--- src/rtl/mem_arbiter.sv ---
// Two-master arbiter sharing one single-beat memory port between the core
// (master 0) and a secondary requester (master 1) using a req/ack handshake.
module mem_arbiter #(
  parameter int DATA_WIDTH = 16,
  parameter bit FIXED_PRIO = 1'b0
) (
  input  logic                  clk,
  input  logic                  rst_n,
  input  logic                  m0_req,
  input  logic                  m0_we,
  input  logic [DATA_WIDTH-1:0] m0_addr,
  input  logic [DATA_WIDTH-1:0] m0_wdata,
  output logic                  m0_ack,
  output logic [DATA_WIDTH-1:0] m0_rdata,
  input  logic                  m1_req,
  input  logic                  m1_we,
  input  logic [DATA_WIDTH-1:0] m1_addr,
  input  logic [DATA_WIDTH-1:0] m1_wdata,
  output logic                  m1_ack,
  output logic [DATA_WIDTH-1:0] m1_rdata,
  output logic [DATA_WIDTH-1:0] mem_addr,
  output logic [DATA_WIDTH-1:0] mem_w_data,
  output logic                  mem_w_en,
  output logic                  mem_r_en,
  input  logic [DATA_WIDTH-1:0] mem_r_data,
  output logic                  busy,
  output logic                  grant
);

  typedef enum logic [1:0] {IDLE, ACCESS, RDATA} state_t;

  state_t                state_q, state_d;
  logic [DATA_WIDTH-1:0] addr_q, addr_d;
  logic [DATA_WIDTH-1:0] wdata_q, wdata_d;
  logic                  wen_q, wen_d;
  logic                  ren_q, ren_d;
  logic                  grant_q, grant_d;
  logic                  last_q, last_d;
  logic                  winner;
  logic                  done;

  // A lone requester always wins; a tie goes to master 0 or to whoever was not served last.
  always_comb begin
    if (m0_req && m1_req) begin
      winner = FIXED_PRIO ? 1'b0 : ~last_q;
    end else begin
      winner = m1_req;
    end
  end

  always_comb begin
    state_d = state_q;
    addr_d  = addr_q;
    wdata_d = wdata_q;
    wen_d   = 1'b0;
    ren_d   = 1'b0;
    grant_d = grant_q;
    last_d  = last_q;
    case (state_q)
      IDLE: begin
        if (m0_req || m1_req) begin
          state_d = ACCESS;
          grant_d = winner;
          last_d  = winner;
          addr_d  = winner ? m1_addr  : m0_addr;
          wdata_d = winner ? m1_wdata : m0_wdata;
          wen_d   = winner ? m1_we    : m0_we;
          ren_d   = winner ? ~m1_we   : ~m0_we;
        end
      end
      ACCESS:  state_d = wen_q ? IDLE : RDATA;
      RDATA:   state_d = IDLE;
      default: state_d = IDLE;
    endcase
  end

  always_ff @(posedge clk) begin
    if (!rst_n) begin
      state_q <= IDLE;
      addr_q  <= '0;
      wdata_q <= '0;
      wen_q   <= 1'b0;
      ren_q   <= 1'b0;
      grant_q <= 1'b0;
      last_q  <= 1'b1;
    end else begin
      state_q <= state_d;
      addr_q  <= addr_d;
      wdata_q <= wdata_d;
      wen_q   <= wen_d;
      ren_q   <= ren_d;
      grant_q <= grant_d;
      last_q  <= last_d;
    end
  end

  // An asserted reset suppresses the completing ack so an aborted access is never acknowledged.
  assign done = rst_n && (((state_q == ACCESS) && wen_q) || (state_q == RDATA));

  assign m0_ack     = done && !grant_q;
  assign m1_ack     = done && grant_q;
  assign m0_rdata   = mem_r_data;
  assign m1_rdata   = mem_r_data;
  assign mem_addr   = addr_q;
  assign mem_w_data = wdata_q;
  assign mem_w_en   = wen_q;
  assign mem_r_en   = ren_q;
  assign busy       = (state_q != IDLE);
  assign grant      = grant_q;

endmodule

--- config.mk ---
export PLATFORM = sky130hd
export DESIGN_NAME = mem_arbiter
export DESIGN_NICKNAME = d
export VERILOG_FILES = /design/src/rtl/mem_arbiter.sv
export SDC_FILE = /design/constraint.sdc
export NUM_CORES = 1
export LEC_CHECK = 0
export CORE_ASPECT_RATIO = 0.75
export CORE_MARGIN = 2
export CORE_UTILIZATION = 35
export CTS_BUF_LIST = sky130_fd_sc_hd__clkbuf_8
export DETAILED_ROUTE_END_ITERATION = 8
export PLACE_DENSITY = 0.89
export SLEW_MARGIN = 25
export SYNTH_ARGS = -nofsm -noshare
export SYNTH_HDL_FRONTEND = slang
export SYNTH_SLANG_ARGS = --single-unit
--- constraint.sdc ---
create_clock -name clk -period 1.55 [get_ports clk]
set_input_delay 0.2325 -clock clk [delete_from_list [all_inputs] [get_ports clk]]
set_output_delay 0.2325 -clock clk [all_outputs]
set_load 0.03 [all_outputs]
==> summary by stage, run 1 <==
Synth
Of the total synthesized cell area, the portion taken by XOR and XNOR cells is 0. The biggest area contributor in the post-synthesis netlist is dfxtp_1. Of the synthesized area, sequential elements account for 0.355. The synthesis-stage register bit count is 38. The post-synthesis compound-gate area fraction is 0.316. The share of the synthesized area in the top cell type is 0.355. The netlist uses 25 different library cells. Of the total synthesized cell area, the portion taken by full adders, half adders and majority gates is 0. Measured against the total synthesized area, the mux share comes to 0.00467. The fraction of the mapped netlist area in simple logic gates is 0.149. After technology mapping, the gate count stands at 243. The synthesized cell area is 2140 sq um.

Counting every net in the synthesized netlist gives 329. After synthesis, the largest family of logic cells by area is compound AO/OA/AOI/OAI gates. For this run, the number of Yosys warnings is 0.

A synthesized cell averages 8.82 sq um. Sorting the synthesized cells by area gives the leading types as dfxtp_1 (35%), a311oi_2 (21%), nand2_1 (11%).

STA
Static timing analysis puts the maximum clock frequency at 661 MHz. The transition time of the tightest slew-check pin is 370 ps. The number of hold violations in the final report is 0. The shortest period the worst path allows is 1510 ps. In the finished design, the share of the clock period the worst path needs comes to 0.976. The worst clock skew on the final layout is 3.93 ps. Setup violations remaining at the end of the flow were counted as 0. The number of pins exceeding their max-slew limit in the final report is 0. Setup total negative slack on the finished layout was measured at 0 ps.

The tightest slew margin relative to the limit is 0.753.

Floorplan
The die is 94.4 um wide. The standard-cell row count is 24. The region available for standard cell placement spans 5860 sq um. The overall die area is 6770 sq um. The top-level port count is 156. The initial standard-cell utilization of the core is 0.366. The die is 71.8 um tall.

GRT
In the global route stage, overall resource usage came out at 0.170. Entering global routing, the biggest net connects 33 pins. The via count of the first global-routing pass is 1920.

The wire length of the first global-routing pass is 9050 um. For this run the aggregate overflow at the end of global routing stands at 0. The number of antenna violations at the first check in global routing is 0.

Job
The reported max-cap violation count is 0.

Detailed routing
The post-route DRC violation count is 0. The average detailed-routed wire length per instance is 15.5 um. The first routing iteration left 74 violations. The met2 wire length is 2920 um.

The routed design has 6150 um of wire. Using the TritonRoute via totals, the vias-per-cell ratio works out to 5.13. The detailed router put a total of 2570 um of wire on met1. For this run, the detailed router's first-pass iteration total came to 4. The vias after detailed routing is 2038. In this run the remaining antenna-violating nets after routing total 0.

The highest metal layer with signal wires is met4. Summed over all nets, wire length on met3 after detailed routing comes to 577 um.

Cells and area
The final instance area is 3250 sq um. The number of diodes added for antenna fixing is 0. Summing all flip-flop and latch instances after layout gives 761 sq um.

The filler cell count is 531. The area of the multi-input gates is 1020 sq um. Relative to the synthesized area, the layout overhead comes to 51.4%.

The fraction of layout instances using a drive strength above 1 is 0.185. The net count reported at finish is 404.

Critical path
Grouping stages by cell kind, the critical path spends the most delay in buffers and inverters. The slowest stage of the critical path is the clkdlybuf4s50_1 cell. The buffering stage count on the worst path with inverters included is 1.

STA classifies the critical path startpoint as a flip-flop. The category of the most critical setup path is reg -> out. Data arrives at the worst endpoint at 1280 ps.

STA puts the critical path data required time at 1320 ps. The category of the worst setup path capture point is an output port. The peak fanout along the critical path is 2.

The worst stage delay on the critical path is 680 ps. The critical path goes through clkdlybuf4s50_1.

Worst hold path
The path class of the tightest hold or removal check is reg -> reg.

Place
The placed instance area is 3080 sq um. Detailed placement finished with a half-perimeter wire length of 4510 um. Input and output buffers added on the ports amount to 107. The routability congestion estimate is 0.789.

Clocking
The total number of H-tree levels is 2. The clock latency reported for the late side of the worst-skew pair is 280 ps. TritonCTS built the clock tree. The clock-pin slew reported for the worst setup and hold paths after clock tree synthesis is 70 ps. The number of buffers inserted during clock tree synthesis is 5. For this design, the CTS-stage hold fixing added 0 buffers.

The total number of clock tree sinks is 38. The largest buffer count on any clock path is 2. The buffer cell driving the clock tree root is clkbuf_8.

Power and ir drop
The power density over the cells is 941 nW/um^2. The leakage power total is 1.56 nW. The peak ir drop on the vdd network is 0.354 mV.

Status
The flow ran to the end, and the final reports show no timing, DRC or antenna violations.
==> flip-flops by register name (all words and copies together), names as in the netlist <==
signal	count
mem_w_en	1
grant	1
last_q	1
mem_addr	16
mem_r_en	1
state_q	2
mem_w_data	16
==> report_power, final <==
part	leakage (nW)	internal, mW	switching (mW)
clock	0.0575	0.449	0.337
sequential	0.315	1.09	0.0596
combinational	1.18	0.510	0.608
==> cell usage after synthesis (all sizes together) <==
cell    instances
a21bo           1
a21boi          1
a21o            1
a21oi          34
a311oi         32
and2            2
and3            2
and3b           1
buf            45
clkbuf          8
clkinv          1
dfxtp          38
inv             2
mux2i           1
nand2          65
nor2            3
nor2b           2
nor4b           1
o21ai           2
or2             1
==> final cells by class <==
cell class	instances	area share
repair buffers	120	0.384
multi-input cells	150	0.315
flip-flops and latches	38	0.234
clock buffers	8	0.0339
well taps	78	0.0301
inverters	3	0.00347
==> final timing paths <==
path,startpoint,slack (ps),cells after the start,to
setup / recovery,mem_addr[4]$_SDFFE_PN0P_,40,1,mem_addr[4]
hold / removal,mem_w_en$_SDFF_PN0_,440,1,state_q[1]$_SDFFE_PN0P_
setup reg to reg,state_q[1]$_SDFFE_PN0P_,200,5,mem_w_data[7]$_SDFFE_PN0P_
hold reg to reg,mem_w_en$_SDFF_PN0_,440,1,state_q[1]$_SDFFE_PN0P_
==> timing repair <==
| action | in CTS | in global routing |
|---|---|---|
| pin swaps | 0 | 1 |
| setup endpoints to repair | 13 | 57 |
| setup buffers | 0 | 0 |
| endpoints found under the hold margin | 0 | 0 |
| gates resized for setup | 12 | 25 |
| gates cloned | 0 | 1 |
==> metrics by stage <==
stage	hold slack [ps]	total power [mW]	setup slack (ps)	instances	utilization
2_1_floorplan	309	1.97	118	243	-
3_3_place_gp	432	2.28	-214	388	0.526
3_5_place_dp	445	2.31	-296	388	0.526
4_1_cts	451	3.08	1.32	396	0.542
5_1_grt	462	3.19	-6.79	397	0.554
6_report	444	3.05	37.4	397	0.554
==> routing by layer <==
| layer | vias to the layer above | track usage |
|---|---|---|
| li1 | 972 | - |
| met1 | 944 | 0.198 |
| met2 | 112 | 0.301 |
| met3 | 10 | 0.0557 |
| met4 | 0 | 0.0451 |
| met5 | - | 0 |
==> cells in the final DEF, fill, tap and decap left out, types with 3 or more instances in the layout <==
master	synthesis	routed
a21oi_1	34	34
a311oi_2	30	30
buf_12	0	3
buf_4	32	12
clkbuf_8	0	8
clkdlybuf4s50_1	0	71
dfxtp_1	38	38
dlygate4sd2_1	0	11
dlymetal6s2s_1	0	23
nand2_1	65	65
==> cells by family after synthesis <==
kind of cell	count (synthesis)
AOI/OAI and AO/OA	71
buffers and inverters	56
DFF	38
muxes	1
and+or+nand+nor	77
Note: power is estimated with default switching activity, not from simulation.
==> inputs of run 2 (changes only) <==
==> constraint.sdc (replaced) <==
create_clock -name clk -period 1.65 [get_ports clk]
set_input_delay 0.2475 -clock clk [delete_from_list [all_inputs] [get_ports clk]]
set_output_delay 0.2475 -clock clk [all_outputs]
set_load 0.03 [all_outputs]
==> run 2 against run 1 <==
Against the previous run: sequential cell count unchanged; worst hold slack better by 9.3 ps; setup slack better by 37 ps; largest power group unchanged; highest routed layer unchanged.
==> summary by stage, run 2 (same netlist as run 1, synthesis figures left out) <==
Status
The flow ran to the end, and the final reports show no timing, DRC or antenna violations.

STA
The number of pins exceeding their max-slew limit in the final report came to 0 (unchanged). The number of setup violations in the final report is 0 (unchanged). Subtracting the final worst setup slack from the clock period gives 1580 ps. The worst clock skew on the final layout was 3.15 ps (-0.782 ps). The transition time of the tightest slew-check pin is 525 ps (+155 ps). The setup total negative slack was 0 ps (unchanged). The fmax is 635 MHz.

The period utilization is 0.955. The tightest slew margin relative to the limit is 0.650 (-0.103). Setup repair after global routing left no endpoint under its margin.

The number of hold violations in the final report is 0 (unchanged).

Detailed routing
The number of routed nets with antenna violations was 0 (unchanged). The number of DRC markers after the initial detailed-route iteration came to 90 (+22%). The vias after detailed routing came to 1963 (-3.7%). The count of TritonRoute iterations in the first routing pass was 4 (unchanged). The total wirelength of the detailed-routed design is 5750 um (-6.5%). The post-route DRC violation count came to 0 (unchanged). The average detailed-routed wire length per instance was 14.6 um (-5.6%). The per-cell via count in the routed design came to 4.99 (-2.7%).

Place
The placed instance area is 3050 sq um (-0.89%). The count of buffers from port buffering is 107 (unchanged). The sum of net half-perimeters after detailed placement is 4290 um (-4.8%). The number of instances in the placed design is 386 (-0.52%). The routability congestion estimate came to 0.723 (-8.3%).

Critical path
The worst setup path is launched from a flip-flop. The dominant delay contributor by cell family on the critical path is buffers and inverters. The setup path with the least slack is of type reg -> out. The critical path data arrival time came to 1330 ps (+50 ps). STA classifies the critical path endpoint as an output port. The required time at the endpoint of the critical path was 1400 ps (+80 ps). The slowest stage of the critical path is the clkdlybuf4s50_1 cell.

The peak fanout along the critical path is 2 (unchanged). The worst stage delay on the critical path was 680 ps (about the same). The signal on the critical path passes through clkdlybuf4s50_1. The buffering stage count on the worst path with inverters included is 1 (unchanged).

Cells and area
The area of the multi-input gates is 1010 sq um (-1.2%). The relative area change from synthesis to final layout is 45.9%. The top cell types in the final layout, fill and taps aside, are clkdlybuf4s50_1 (104), nand2_1 (65), dfxtp_1 (38). The filler cell count is 547 (+3.0%). The number of diodes added for antenna fixing is 0 (unchanged).

The net count reported at finish was 401 (-0.74%). The fraction of layout instances using a drive strength above 1 came to 0.165 (-0.0199). The final instance area came to 3130 sq um (-3.7%). The leading cell type in the layout, fill and taps excluded is clkdlybuf4s50_1.

The non-filler instance count after layout is 393 (-1.0%). The register area was 761 sq um (unchanged).

Floorplan
The initial standard-cell utilization of the core is 0.366 (unchanged). The top-level port count is 156 (unchanged). The overall die area is 6770 sq um (unchanged). The height of the chip came to 71.8 um (unchanged). The standard-cell row count was 24 (unchanged). The core region area is 5860 sq um (unchanged). The die span in x is 94.4 um (unchanged).

Worst hold path
The worst hold-check path type is reg -> reg.

Clocking
The total number of H-tree levels is 2 (unchanged). The largest buffer count on any clock path came to 2 (unchanged). The post-cts hold buffer count came to 0 (unchanged).

The clock latency reported for the late side of the worst-skew pair is 280 ps (about the same). The TritonCTS clock tree is yes. The number of buffers inserted during clock tree synthesis is 5 (unchanged).

In this run the clock root is driven by a clkbuf_8. The clock-pin slew reported for the worst setup and hold paths after clock tree synthesis is 70 ps (about the same). The total number of clock tree sinks is 38 (unchanged).

GRT
The maximum number of pins on one net before global-route repair is 35 (+6.1%). The wire length of the first global-routing pass is 9070 um (+0.15%). The number of antenna violations at the first check in global routing is 0 (unchanged). The via count of the first global-routing pass was 2015 (+4.9%).

The leftover overflow at the end of global routing is 0 (unchanged). The total global routing track utilization is 0.167 (-0.00255).

Power and ir drop
The sum of internal, switching and leakage power is 2.71 mW (-11%). The leakage power total is 1.16 nW (-26%). The peak ir drop on the vdd network was 0.294 mV (-17%).

The power density over the cells is 865 nW/um^2 (-8.0%).

Job
The reported max-cap violation count came to 0 (unchanged).
run 2: cell count changes in the layout (fill, tap and decap cells not counted):
| cell | before | now |
|---|---|---|
| dlymetal6s2s_1 | 23 | 0 |
| clkdlybuf4s50_1 | 71 | 104 |
| dlygate4sd2_1 | 11 | 1 |
| inv_1 | 2 | 4 |
| and2_4 | 2 | 1 |
| o21ai_1 | 0 | 1 |
| o21ai_2 | 1 | 0 |
| buf_12 | 3 | 2 |
| clkbuf_8 | 8 | 5 |
| buf_4 | 12 | 11 |
run 2: power by group:
group          total (mW)  switching [mW]  internal [mW]
clock               0.570           0.292          0.278
sequential           1.08          0.0608           1.02
combinational        1.05           0.555          0.495
run 2: path summary, 6_finish.rpt:
check / slack (ps) / startpoint / depth (start not counted) / end
worst max register to register: 260 / state_q[1]$_SDFFE_PN0P_ / 3 / mem_addr[5]$_SDFFE_PN0P_
worst min-delay path: 450 / mem_w_en$_SDFF_PN0_ / 1 / state_q[1]$_SDFFE_PN0P_
worst min register to register: 450 / mem_w_en$_SDFF_PN0_ / 1 / state_q[1]$_SDFFE_PN0P_
worst max-delay path: 70 / mem_addr[2]$_SDFFE_PN0P_ / 1 / mem_addr[2]
run 2: area by class of cell:
class                      instances  share of cell area
multi-input combinational        149               0.323
sequential                        38               0.243
clock buffer                       5              0.0220
inverter                           3             0.00360
tap                               78              0.0312
clock inverter                     2             0.00240
timing repair buffer             118               0.375
run 2: timing repair:
item                                    CTS  global route
endpoints found under the setup margin    1             2
resized for setup                         1             1
setup buffers                             0             0
run 2: stage by stage:
stage / setup WS (ps) / hold WS, ps / utilization
after floorplan: 203 / 324 / -
after global placement: -130 / 434 / 0.521
after detailed placement: -183 / 441 / 0.521
after CTS: 57.9 / 451 / 0.534
after global routing: 19.4 / 485 / 0.534
final: 74.2 / 454 / 0.534
run 2: per-layer routing:
layer	vias to the layer above	wire length, um	GRT usage
li1	959	-	-
met2	91	2690	0.290
met1	909	2490	0.195
met5	-	0	0
met4	0	19	0.0451
met3	4	555	0.0610
==> inputs of run 3 (changes only) <==
--- a/config.mk
+++ b/config.mk
@@ -10,7 +10,8 @@
 export CORE_UTILIZATION = 35
 export CTS_BUF_LIST = sky130_fd_sc_hd__clkbuf_8
 export DETAILED_ROUTE_END_ITERATION = 8
-export PLACE_DENSITY = 0.89
+export GPL_ROUTABILITY_DRIVEN = 0
+export PLACE_DENSITY = 0.82
 export SLEW_MARGIN = 25
 export SYNTH_ARGS = -nofsm -noshare
 export SYNTH_HDL_FRONTEND = slang
==> run 3 against run 2 <==
Against the previous run: combinational power about the same; wire length increased by 1.2%; die area unchanged; non-clock buffer count increased by 1; worst hold slack improved by 33 ps; fmax decreased by 0.39%; critical endpoint is now mem_w_en; largest power group unchanged; highest routed layer unchanged.
==> summary by stage, run 3 (same netlist as run 1, synthesis figures left out) <==
GRT
The via count of the first global-routing pass came to 2013 (-0.099%). The met3 track demand over resource in global routing is 0.0757 (+0.0147). The maximum number of pins on one net before global-route repair was 35 (unchanged). The wire length of the first global-routing pass is 9240 um (+1.9%). The fraction of met2 tracks used by global routing is 0.283 (-0.00794). The number of antenna violations at the first check in global routing was 0 (unchanged). The total global routing track utilization is 0.174 (+0.00647). The leftover overflow at the end of global routing was 0 (unchanged).

The global routing usage on met1 is 0.210 (+0.0144). The layer with the highest usage is met2.

Power and ir drop
The internal power was 1.80 mW (+0.34%). The leakage power total is 1.17 nW (+1.0%). The share of total power consumed by net switching is 0.337 (+0.00139). The combinational group share of total power is 0.387 (about the same). The peak ir drop on the vdd network is 0.360 mV (+22%). The total net switching power is 917 uW (+0.97%). The share of total power in the clock network is 0.214 (+0.003).

The part of the total power dissipated in sequential elements is 0.398 (-0.003). The power density over the cells is 864 nW/um^2 (about the same).

Cells and area
The net count reported at finish was 402 (+0.25%). The relative area change from synthesis to final layout is 46.8%. The fraction of layout instances using a drive strength above 1 was 0.168 (+0.00264).

The number of diodes added for antenna fixing is 0 (unchanged). The filler cell count is 535 (-2.2%). The area of the multi-input gates came to 1010 sq um (unchanged).

The leading cell type in the layout, fill and taps excluded is clkdlybuf4s50_1. The register area is 761 sq um (unchanged). In the layout the commonest cells are clkdlybuf4s50_1 (104), nand2_1 (65), dfxtp_1 (38).

STA
The period utilization is 0.959 (+0.00375). The number of setup violations in the final report is 0 (unchanged). Setup repair after global routing left no endpoint under its margin. The fmax was 632 MHz (-0.39%). The worst clock skew on the final layout was 3.30 ps (+0.148 ps). The transition time of the tightest slew-check pin is 526 ps (+1.32 ps).

The number of pins exceeding their max-slew limit in the final report was 0 (unchanged). The shortest period the worst path allows is 1580 ps (+6.18 ps). The number of hold violations in the final report is 0 (unchanged). The tightest slew margin relative to the limit is 0.649 (-0.000881). The setup total negative slack was 0 ps (unchanged). The setup slack of the critical path after layout is 68.0 ps (-6.18 ps).

Clocking
The clock latency reported for the late side of the worst-skew pair is 280 ps (about the same). The root buffer cell chosen for the clock tree is clkbuf_8. TritonCTS built the clock tree.

The post-cts hold buffer count is 0 (unchanged). The number of post-CTS setup repair buffers is 0 (unchanged). The total number of clock tree sinks came to 38 (unchanged). The number of buffers inserted during clock tree synthesis is 5 (unchanged). The number of resized instances in the post-cts repair step is 1 (unchanged).

The largest buffer count on any clock path is 2 (unchanged). The total number of H-tree levels is 2 (unchanged). The clock-pin slew reported for the worst setup and hold paths after clock tree synthesis was 70 ps (about the same).

Place
The count of buffers from port buffering is 107 (unchanged). The sum of net half-perimeters after detailed placement came to 4330 um (+0.96%). The worst slack at placement is -169 ps (+14.3 ps).

Detailed routing
The post-route DRC violation count is 0 (unchanged). The number of DRC markers after the initial detailed-route iteration is 86 (-4.4%). The per-cell via count in the routed design is 4.98 (-0.36%).

The vias after detailed routing is 1961 (-0.10%). The number of routed nets with antenna violations is 0 (unchanged). The count of TritonRoute iterations in the first routing pass was 4 (unchanged). The average detailed-routed wire length per instance was 14.8 um (+0.93%). The total wirelength of the detailed-routed design is 5820 um (+1.2%).

Floorplan
The top-level port count came to 156 (unchanged). The height of the chip is 71.8 um (unchanged). The initial standard-cell utilization of the core came to 0.366 (unchanged). The standard-cell row count is 24 (unchanged).

The core region area is 5860 sq um (unchanged). The overall die area was 6770 sq um (unchanged). The die span in x came to 94.4 um (unchanged).

Critical path
The critical path goes through clkdlybuf4s50_1. The buffering stage count on the worst path with inverters included came to 1 (unchanged). The critical path data arrival time came to 1330 ps (about the same). In this run the worst setup path begins at mem_w_en$_SDFF_PN0_. The category of the worst setup path capture point is an output port. The category of the most critical setup path is reg -> out.

The required time at the endpoint of the critical path was 1400 ps (about the same). The worst setup slack for register-to-register paths is 260 ps (about the same). In this design, the largest share of critical-path delay is due to buffers and inverters.

In this run the critical register-to-register path is launched from state_q[1]$_SDFFE_PN0P_. The peak fanout along the critical path is 3 (+1). The sort of element at the start of the critical path is a flip-flop. The library cell contributing the largest single delay on the critical path is clkdlybuf4s50_1.

The worst stage delay on the critical path came to 690 ps (about the same).

Status
The run finished with clean final reports.

Job
The reported max-cap violation count is 0 (unchanged).

Worst hold path
The worst hold path begins at mem_w_en$_SDFF_PN0_. The min-delay analysis places its worst path in the category reg -> reg.
run 3: cell count changes in the layout (fill, tap and decap cells not counted):
| cell | change |
|---|---|
| buf_12 | +1 |
run 3: per-layer routing:
| metal | up-vias | part of all wire |
|---|---|---|
| met5 | - | 0 |
| met4 | 0 | 0.0091 |
| met3 | 9 | 0.10 |
| met2 | 89 | 0.46 |
| met1 | 901 | 0.43 |
| li1 | 962 | - |
run 3: worst register-to-register path, cell delays in order, from the launching register on:
cell and delay [ps]:
dfxtp_1 340, nor2_2 190, and2_4 520, a311oi_2 190
run 3: layout make-up:
cell class | count | share of cell area
timing repair buffer | 119 | 0.379
multi-input combinational | 149 | 0.320
sequential | 38 | 0.242
tap | 78 | 0.0310
clock buffer | 5 | 0.0219
inverter | 3 | 0.00358
clock inverter | 2 | 0.00239
run 3: per-stage QoR:
step                instance area [sq um]  hold slack (ps)  utilization  total power [mW]  std cells
floorplan                            2140              324            -              1.85        243
global placement                     3070              451        0.525              2.15        387
detailed placement                   3070              470        0.525              2.17        387
CTS                                  3150              481        0.537              2.75        394
global route                         3150              495        0.537              2.86        394
finish                               3150              487        0.537              2.72        394
run 3: power groups by stage:
stage          combinational [mW]  sequential, mW  clock [mW]
2_1_floorplan               0.563            1.29           0
3_3_place_gp                 1.05            1.10           0
3_5_place_dp                 1.06            1.10           0
4_1_cts                      1.06            1.08       0.603
5_1_grt                      1.13            1.10       0.636
6_report                     1.05            1.08       0.583
run 3: path summary, 6_finish.rpt:
kind                              end  cells after the start
max                          mem_w_en                      1
min           state_q[1]$_SDFFE_PN0P_                      1
max reg2reg  mem_addr[5]$_SDFFE_PN0P_                      3
min reg2reg   state_q[1]$_SDFFE_PN0P_                      1
